[src/rtl/insn_decode_queue.sv]
// Buffered RVV instruction decoder: FIFO plus a registered decode stage with valid/ready on both sides.
// Build option INSN_DECODE_ILLEGAL_FLAG_EN: queue illegal encodings and flag them instead of dropping them.
module insn_decode_queue #(
  parameter int INSN_WIDTH = 32,
  parameter int DEPTH      = 4
) (
  input  logic                          clk_i,
  input  logic                          rst_n_i,
  input  logic                          flush_i,
  input  logic [INSN_WIDTH-1:0]         insn_i,
  input  logic                          insn_valid_i,
  output logic                          insn_ready_o,
  output logic                          out_valid_o,
  input  logic                          out_ready_i,
  output logic [6:0]                    opcode_mjr_o,
  output logic [2:0]                    opcode_mnr_o,
  output logic [4:0]                    dest_o,
  output logic [4:0]                    src_1_o,
  output logic [4:0]                    src_2_o,
  output logic [2:0]                    width_o,
  output logic [1:0]                    mop_o,
  output logic                          mew_o,
  output logic [2:0]                    nf_o,
  output logic [10:0]                   vtype_11_o,
  output logic [9:0]                    vtype_10_o,
  output logic [1:0]                    cfg_type_o,
  output logic                          vm_o,
  output logic [5:0]                    funct6_o,
  output logic [1:0]                    insn_class_o,
  output logic                          illegal_o,
  output logic [$clog2(DEPTH+2)-1:0]    occupancy_o
);

  localparam int PTR_W = $clog2(DEPTH);
  localparam int CNT_W = $clog2(DEPTH+1);
  localparam int OCC_W = $clog2(DEPTH+2);

  function automatic logic is_illegal(input logic [31:0] insn);
    logic bad;
    bad = 1'b1;
    case (insn[6:0])
      7'h57:        bad = 1'b0;
      7'h07, 7'h27: bad = !(insn[14:12] inside {3'd0, 3'd5, 3'd6, 3'd7});
      default:      bad = 1'b1;
    endcase
    return bad;
  endfunction

  function automatic logic [1:0] classify(input logic [31:0] insn);
    logic [1:0] cls;
    cls = 2'd0;
    case (insn[6:0])
      7'h57:   cls = (insn[14:12] == 3'b111) ? 2'd3 : 2'd0;
      7'h07:   cls = 2'd1;
      7'h27:   cls = 2'd2;
      default: cls = 2'd0;
    endcase
    if (is_illegal(insn)) cls = 2'd0;
    return cls;
  endfunction

  logic [INSN_WIDTH-1:0] mem_q [DEPTH];
  logic [PTR_W-1:0]      rd_ptr_q, rd_ptr_d, wr_ptr_q, wr_ptr_d;
  logic [CNT_W-1:0]      count_q, count_d;
  logic                  out_valid_q, out_valid_d;
  logic [31:0]           out_insn_q, out_insn_d;
  logic [1:0]            out_class_q, out_class_d;
  logic                  accept, keep, pop, load_out, push, fifo_pop;
  logic [31:0]           head_insn;

  assign insn_ready_o = (count_q != CNT_W'(DEPTH)) && rst_n_i;
  assign accept       = insn_valid_i && insn_ready_o;
  assign pop          = out_valid_q && out_ready_i;
  assign load_out     = !out_valid_q || pop;
  assign head_insn    = mem_q[rd_ptr_q];

`ifdef INSN_DECODE_ILLEGAL_FLAG_EN
  logic out_illegal_q, out_illegal_d;
  assign keep      = accept;
  assign illegal_o = out_illegal_q;
`else
  // Illegal encodings complete the handshake but are never stored.
  assign keep      = accept && !is_illegal(insn_i);
  assign illegal_o = 1'b0;
`endif

  always_comb begin
    rd_ptr_d    = rd_ptr_q;
    wr_ptr_d    = wr_ptr_q;
    count_d     = count_q;
    out_valid_d = out_valid_q;
    out_insn_d  = out_insn_q;
    out_class_d = out_class_q;
`ifdef INSN_DECODE_ILLEGAL_FLAG_EN
    out_illegal_d = out_illegal_q;
`endif
    fifo_pop    = 1'b0;
    if (load_out) begin
      if (count_q != '0) begin
        out_valid_d = 1'b1;
        out_insn_d  = head_insn;
        out_class_d = classify(head_insn);
`ifdef INSN_DECODE_ILLEGAL_FLAG_EN
        out_illegal_d = is_illegal(head_insn);
`endif
        fifo_pop    = 1'b1;
        rd_ptr_d    = rd_ptr_q + PTR_W'(1);
      end else if (keep) begin
        out_valid_d = 1'b1;
        out_insn_d  = insn_i;
        out_class_d = classify(insn_i);
`ifdef INSN_DECODE_ILLEGAL_FLAG_EN
        out_illegal_d = is_illegal(insn_i);
`endif
      end else begin
        out_valid_d = 1'b0;
      end
    end
    push = keep && !(load_out && (count_q == '0));
    if (push) wr_ptr_d = wr_ptr_q + PTR_W'(1);
    count_d = count_q + CNT_W'(push) - CNT_W'(fifo_pop);
    // Flush wins over any accept or pop in the same cycle.
    if (flush_i) begin
      rd_ptr_d    = '0;
      wr_ptr_d    = '0;
      count_d     = '0;
      out_valid_d = 1'b0;
      push        = 1'b0;
    end
  end

  always_ff @(posedge clk_i) begin
    if (!rst_n_i) begin
      rd_ptr_q    <= '0;
      wr_ptr_q    <= '0;
      count_q     <= '0;
      out_valid_q <= 1'b0;
      out_insn_q  <= '0;
      out_class_q <= '0;
`ifdef INSN_DECODE_ILLEGAL_FLAG_EN
      out_illegal_q <= 1'b0;
`endif
    end else begin
      rd_ptr_q    <= rd_ptr_d;
      wr_ptr_q    <= wr_ptr_d;
      count_q     <= count_d;
      out_valid_q <= out_valid_d;
      out_insn_q  <= out_insn_d;
      out_class_q <= out_class_d;
`ifdef INSN_DECODE_ILLEGAL_FLAG_EN
      out_illegal_q <= out_illegal_d;
`endif
    end
  end

  always_ff @(posedge clk_i) begin
    if (push) mem_q[wr_ptr_q] <= insn_i;
  end

  assign out_valid_o  = out_valid_q;
  assign insn_class_o = out_class_q;
  assign occupancy_o  = OCC_W'(count_q) + OCC_W'(out_valid_q);
  assign opcode_mjr_o = out_insn_q[6:0];
  assign opcode_mnr_o = out_insn_q[14:12];
  assign width_o      = out_insn_q[14:12];
  assign dest_o       = out_insn_q[11:7];
  assign src_1_o      = out_insn_q[19:15];
  assign src_2_o      = out_insn_q[24:20];
  assign vm_o         = out_insn_q[25];
  assign funct6_o     = out_insn_q[31:26];
  assign vtype_11_o   = out_insn_q[30:20];
  assign vtype_10_o   = out_insn_q[29:20];
  assign mop_o        = out_insn_q[27:26];
  assign mew_o        = out_insn_q[28];
  assign nf_o         = out_insn_q[31:29];
  assign cfg_type_o   = out_insn_q[31:30];

endmodule

[config.mk]
export PLATFORM = sky130hd
export DESIGN_NAME = insn_decode_queue
export DESIGN_NICKNAME = d
export VERILOG_FILES = /design/src/rtl/insn_decode_queue.sv
export SDC_FILE = /design/constraint.sdc
export NUM_CORES = 1
export LEC_CHECK = 0
export ABC_CLOCK_PERIOD_IN_PS = 3000
export BUFFER_PORTS_ARGS = -buffer_cell sky130_fd_sc_hd__buf_2
export CAP_MARGIN = 25
export CORE_ASPECT_RATIO = 0.5
export CORE_UTILIZATION = 40
export DETAILED_ROUTE_END_ITERATION = 6
export HOLD_SLACK_MARGIN = 0.12
export SKIP_LAST_GASP = 1
export SLEW_MARGIN = 20
export SYNTH_ARGS = -nofsm -noshare
export SYNTH_HDL_FRONTEND = slang
export SYNTH_SLANG_ARGS = --single-unit
[constraint.sdc]
create_clock -name clk_i -period 3 [get_ports clk_i]
set_input_delay 0.6 -clock clk_i [delete_from_list [all_inputs] [get_ports clk_i]]
set_output_delay 0.6 -clock clk_i [all_outputs]
set_load 0.1 [all_outputs]
==> results of run 1 <==
==> area by class of cell <==
cell class	instances	share of cell area, %
flip-flops and latches	172	56.0
multi-input cells	237	24.8
repair buffers	122	8.72
clock buffers	17	5.04
well taps	234	3.47
clock inverters	14	1.60
inverters	7	0.311
==> metal layers <==
layer / track usage [%] / up-vias
li1: - / 1954
met1: 24.2 / 2101
met2: 27.0 / 100
met3: 4.48 / 13
met4: 5.33 / 2
met5: 0 / -
==> power by group <==
group	leakage [nW]	internal, mW	switching, mW
registers	1.51	2.69	0.133
logic	1.65	0.981	2.84
clock network	0.264	1.16	0.963
==> worst max-delay path by stage <==
stage / start / endpoint / slack [ns] / depth (start not counted)
floorplan: insn_i[5] / count_q[2]$_SDFF_PP0_ / 0.19 / 12
global placement: insn_i[3] / count_q[2]$_SDFF_PP0_ / 0.12 / 13
detailed placement: insn_i[3] / count_q[2]$_SDFF_PP0_ / 0.1 / 13
CTS: count_q[2]$_SDFF_PP0_ / count_q[2]$_SDFF_PP0_ / 0.46 / 12
global route: count_q[2]$_SDFF_PP0_ / count_q[2]$_SDFF_PP0_ / 0.30 / 12
finish: count_q[2]$_SDFF_PP0_ / count_q[2]$_SDFF_PP0_ / 0.47 / 12
==> sequential cells by signal, indices dropped and copies added (netlist names), named ones only <==
register	cells
rd_ptr_q	2
out_insn_q	32
count_q	3
insn_class_o	2
out_valid_o	1
mem_q	128
wr_ptr_q	2
==> layout by cell type, fill, tap and decap left out, types with 2 or more instances in the layout <==
cell type and instances:
edfxtp_1 128, and2_2 4, and2_1 2, inv_1 7, buf_4 8, o21ai_0 2, clkinv_4 2, mux4_2 25
nand2_1 68, xor2_1 2, xnor2_1 3, and3_1 3, nor2_1 14, dfxtp_2 3, dfxtp_1 41, mux4_1 7
nor3_1 2, clkinvlp_4 4, o2111ai_1 2, clkbuf_16 17, nand3_1 4, buf_12 7, o211a_1 32, nor2b_1 2
buf_2 107, inv_6 6, nand4_1 32, or3_1 3, ha_1 8
==> worst max-delay path, cell delays in order, from the launching register on <==
cell and delay [ns]:
dfxtp_1 0.50, or3b_1 0.43, nand2_1 0.17, nor4_2 0.06
inv_1 0.07, ha_1 0.21, inv_1 0.05, ha_1 0.13
inv_1 0.04, fa_1 0.36, xor2_1 0.16, xnor2_1 0.16
nor2_1 0.05
==> metrics by stage <==
step	instances	hold WS [ns]	utilization, %
2_1_floorplan	479	0.485	-
3_3_place_gp	772	0.474	45.0
3_5_place_dp	772	0.483	45.0
4_1_cts	803	0.391	48.2
5_1_grt	803	0.391	48.2
6_report	803	0.409	48.2
==> kinds of logic after synthesis <==
| logic type | Yosys count | synth area share, % |
|---|---|---|
| multiplexers | 33 | 10.5 |
| XOR/XNOR | 6 | 0.726 |
| adder cells (fa/ha/maj) | 9 | 1.66 |
| AO/OA/AOI/OAI | 44 | 5.87 |
| buffers and inverters | 70 | 6.11 |
| flip-flops | 172 | 65.2 |
| other | 1 | 0.0518 |
| AND/OR/NAND/NOR | 144 | 9.90 |
==> impl_metrics.ini, run 1 <==
[run_status]
outcome = complete, no violations

[die]
die_y_um = 97.2
die_width_um = 192
io_pins = 109
core_area_um2 = 17500
dieArea_um2 = 18700
row_count = 34
start_util_pct = 41.3

[timing]
layout_setup_ws_ns = 0.474
hold_viol_final = 0
rsz0062_at_grt = false
slew_viol_final = 0
finClkSkew_ns = 0.0100
fmaxAchievable_ghz = 0.396
finalCriticalPeriod_ns = 2.53
setup_violations = 0
tightest_slew_ns = 0.594
fin_setup_tns_ns = 0
relSlewSlack_pct = 60.4
post-route-period-util_pct = 84.2

[clocking]
clk_latency_ns = 0.42
cts.hold.buffers_added = 0
clockBufferDepth = 2
cts_buffers = 17
cts_resized = 0
cts_tree = built
clock_sinks = 172
cts_root_buffer = clkbuf_16
clkTransAtPathRegs_ns = 0.07
htreeDepth = 4
cts_setup_buffers = 0

[drt]
first_iter_violations = 232
met1_length_um = 7190
maxUsedRoutingLayer = met5
drt_pass1_iterations = 4
drc = 0
via_per_inst = 5.19
ant_nets = 0
route.met3.wl_um = 829
vias = 4170
wl_per_cell_um = 19.1
met2_length_um = 7220
routed_wl_um = 15400

[global_route]
grt_pass1_wl_um = 24100
globalRouteOverflowTotal = 0
antenna_found_initial = 1
grt.total_usage_pct = 17.5
first_global_vias = 4248
grt_start_max_net_pins = 38

[layout]
seq_area_um2 = 4730
syn_to_final_growth_pct = 16.5
fill_cells = 1543
antenna_cells = 0
drive_gt1_share_pct = 33.7
multi_input_area_um2 = 2100
stdcell_area_um2 = 8440
nets = 603

[synth]
async_reset_ff_share_pct = 0
ys_seq_area_share_pct = 65.2
synthFlopType = edfxtp_1
synth_cell_type_count = 45
yosysMostFrequentCell = edfxtp_1
synth_nets = 525
synth_top_area_share_pct = 53.1
synth_edf_count = 128
synth_top_area_cell = edfxtp_1
synth-seq-cells = 172
avgSynthCellArea_um2 = 15.1
ys_warn_count = 0
syn_inst = 479
synth_area_leaders = edfxtp_1, dfxtp_1, mux4_2
synthesis.area_um2 = 7240
synth_top_cells_by_count = edfxtp_1, nand2_1, dfxtp_1

[worst_hold_path]
hold_class = in2reg
min_from = insn_i[30]
holdPathStages = 1
whs_endpoint = mem_q[1][30]$_DFFE_PP_

[power_and_ir_drop]
p_leak_nw = 3.43
ir_drop_uv = 856
p_total_mw = 8.77
power.density_nw_per_um2 = 1040

[placement]
pre_cts_ws_ns = 0.0950
place_congestion = 0.735
dpl.hpwl_um = 9240
portBuffers = 107
placed_area_um2 = 7880

[critical_path]
reg2reg_depth = 12
crit_type = reg2reg
crit_arrival_ns = 2.82
critPathMaxFanout = 5
rrSetupSlack_ns = 0.47
required_ns = 3.30
crit_path_start_kind = flip-flop
r2r-start = count_q[2]$_SDFF_PP0_
end_kind = flip-flop
rr_endpoint = count_q[2]$_SDFF_PP0_

[job]
max-cap-violations = 0
Power figures use the tool's default switching activity.
==> inputs of run 2 (changes only) <==
- ABC_AREA: default -> 1
- ABC_CLOCK_PERIOD_IN_PS: 3000 -> 2400
- clock period: 3 -> 2.4 ns (I/O delays scaled with it)
==> run 2 against run 1 <==
Against the previous run:
- register-to-register slack got worse by 0.31 ns
- count of clock-buffer cells in the layout rose by 7
- sequential cell count unchanged
- highest routed layer is now met4
==> impl_metrics.ini, run 2 <==
[run_status]
outcome = complete, no violations

[clocking]
clkTransAtPathRegs_ns = 0.07
clockBufferDepth = 2
cts_buffers = 17
cts_setup_buffers = 0
cts_root_buffer = clkbuf_16
clk_latency_ns = 0.43
cts_tree = built
clock_sinks = 172
htreeDepth = 4

[timing]
finalCriticalPeriod_ns = 2.30
setup_violations = 0
fmaxAchievable_ghz = 0.435
hold_viol_final = 0
finClkSkew_ns = 0.0114
post-route-period-util_pct = 95.9
rsz0062_at_grt = false
slew_viol_final = 0
relSlewSlack_pct = 51.0
tightest_slew_ns = 0.736

[critical_path]
reg2reg_depth = 14
crit_type = in2reg
crit_buf_inv = 4
cp_num_cells = 14
crit_path_start_kind = primary input
cp_slowest_cell = fa_2
cp_cell_sequence = buf_2 > o21ai_0 > nand4_1 > nand2_1 > nand2_2 > nor2_4 > inv_2 > ha_4 > inv_1 > ha_2 > inv_2 > fa_2 > or2_4 > a21oi_1
rr_endpoint = count_q[2]$_SDFF_PP0_
critical_path.top_delay_family = simple AND/OR/NAND/NOR gates
cp-endpoint = count_q[2]$_SDFF_PP0_
max_stage_delay_ns = 0.34
rrSetupSlack_ns = 0.16
crit_start = insn_i[13]
crit_arrival_ns = 2.65
required_ns = 2.75
end_kind = flip-flop
critPathMaxFanout = 2
cp_common_cell = inv_2
r2r-start = count_q[0]$_SDFF_PP0_

[layout]
largest_reg_flops = 128
syn_to_final_growth_pct = 18.8
stdcell_area_um2 = 8900
drive_gt1_share_pct = 23.7
layout_commonest_cell = nand2_1
fill_cells = 1642
antenna_cells = 0
nets = 871
largestRegisters = mem_q (128), out_insn_q (32), count_q (3)
top_register = mem_q
layout_common_cells = nand2_1, edfxtp_1, buf_2
instances_no_fill = 1072

[global_route]
grt.total_usage_pct = 18.0
antenna_found_initial = 0
grt_pass1_wl_um = 26600
globalRouteOverflowTotal = 0
grt_start_max_net_pins = 66
first_global_vias = 4981

[placement]
place_congestion = 0.758
placed_area_um2 = 8300
dpl.hpwl_um = 10400
portBuffers = 107
dp.cells = 1040

[die]
die_width_um = 196
dieArea_um2 = 19300
core_area_um2 = 17800
io_pins = 109
start_util_pct = 42.0
row_count = 34
die_y_um = 98.8

[synth]
synth_top_area_cell = edfxtp_1
avgSynthCellArea_um2 = 10.2
synth_top_area_share_pct = 51.3
async_reset_ff_share_pct = 0
synthesis.area_um2 = 7490
synthFlopType = edfxtp_1
synth-seq-cells = 172
ys_seq_area_share_pct = 63.1
syn_inst = 733
ys_warn_count = 0
synth_nets = 779
synth_edf_count = 128
synth_area_leaders = edfxtp_1, dfxtp_1, nand2_1
synth_cell_type_count = 29
yosysMostFrequentCell = nand2_1
synth_top_cells_by_count = nand2_1, edfxtp_1, nor2_1

[worst_hold_path]
hold_class = in2reg

[drt]
drt_pass1_iterations = 5
wl_per_cell_um = 15.4
drc = 0
ant_nets = 0
vias = 5335
routed_wl_um = 16500
via_per_inst = 4.98
first_iter_violations = 275

[job]
max-cap-violations = 0
==> run 2: what timing repair did <==
action / 4_1_cts / 5_1_grt
setup endpoints to repair: 0 / 1
resized for setup: 0 / 2
hold buffers: 0 / 0
==> run 2: worst reg2reg max path: stages, from the launching register on <==
cell,delay [ns]
dfxtp_1,0.37
nor2_1,0.07
nand2_1,0.06
nand2_1,0.10
nor2_4,0.13
nand2_2,0.09
nor2_4,0.12
inv_2,0.06
ha_4,0.20
inv_1,0.05
ha_2,0.16
inv_2,0.04
fa_2,0.34
or2_4,0.23
a21oi_1,0.15
==> run 2: final cells by class <==
type / count / area, um2 / area share [%]
sequential: 172 / 4730 / 53.2
multi-input combinational: 452 / 2210 / 24.9
timing repair buffer: 145 / 933 / 10.5
clock buffer: 24 / 537 / 6.03
tap: 234 / 293 / 3.29
inverter: 37 / 139 / 1.56
clock inverter: 8 / 53.8 / 0.605
==> run 2: worst min path at each step <==
stage                             startpoint  cells past startpoint  slack (ns)                  endpoint
global route                      insn_i[18]                      1        0.27    mem_q[3][18]$_DFFE_PP_
detailed placement  wr_ptr_q[1]$_SDFFE_PP0P_                      2        0.50  wr_ptr_q[1]$_SDFFE_PP0P_
finish                            insn_i[18]                      1        0.28    mem_q[3][18]$_DFFE_PP_
global placement    wr_ptr_q[0]$_SDFFE_PP0P_                      2        0.49  wr_ptr_q[0]$_SDFFE_PP0P_
CTS                               insn_i[18]                      1        0.27    mem_q[3][18]$_DFFE_PP_
floorplan           wr_ptr_q[1]$_SDFFE_PP0P_                      2        0.47  wr_ptr_q[1]$_SDFFE_PP0P_
==> run 2: kinds of logic after synthesis <==
logic type               synth area share, %
AO/OA/AOI/OAI                           9.76
XOR/XNOR                               0.234
adder cells (fa/ha/maj)                 1.60
buffers and inverters                   8.37
flip-flops                              63.1
other                                 0.0501
AND/OR/NAND/NOR                         16.9
==> run 2: layer usage <==
metal  global-route usage (%)  wire (um)  vias up
met5                        0          0        -
met4                     5.39        139        0
met3                     3.97        651       14
met2                     29.4       7700      120
met1                     24.3       8020     2570
li1                         -          -     2631
==> run 2: metrics by stage <==
stage                     util, %  setup TNS, ns  setup WS (ns)  hold slack [ns]
final                        49.9              0         0.0993            0.280
after detailed placement     46.6         -0.420         -0.268            0.496
after global placement       46.6         -0.389         -0.237            0.491
after floorplan                 -              0         0.0224            0.472
after CTS                    49.9              0         0.0445            0.268
after global routing         49.9              0        0.00975            0.271
Power of run 2 is left out: the tool's default activity adds up to more than one toggle a clock period on the data nets, which glitch-free logic cannot reach.
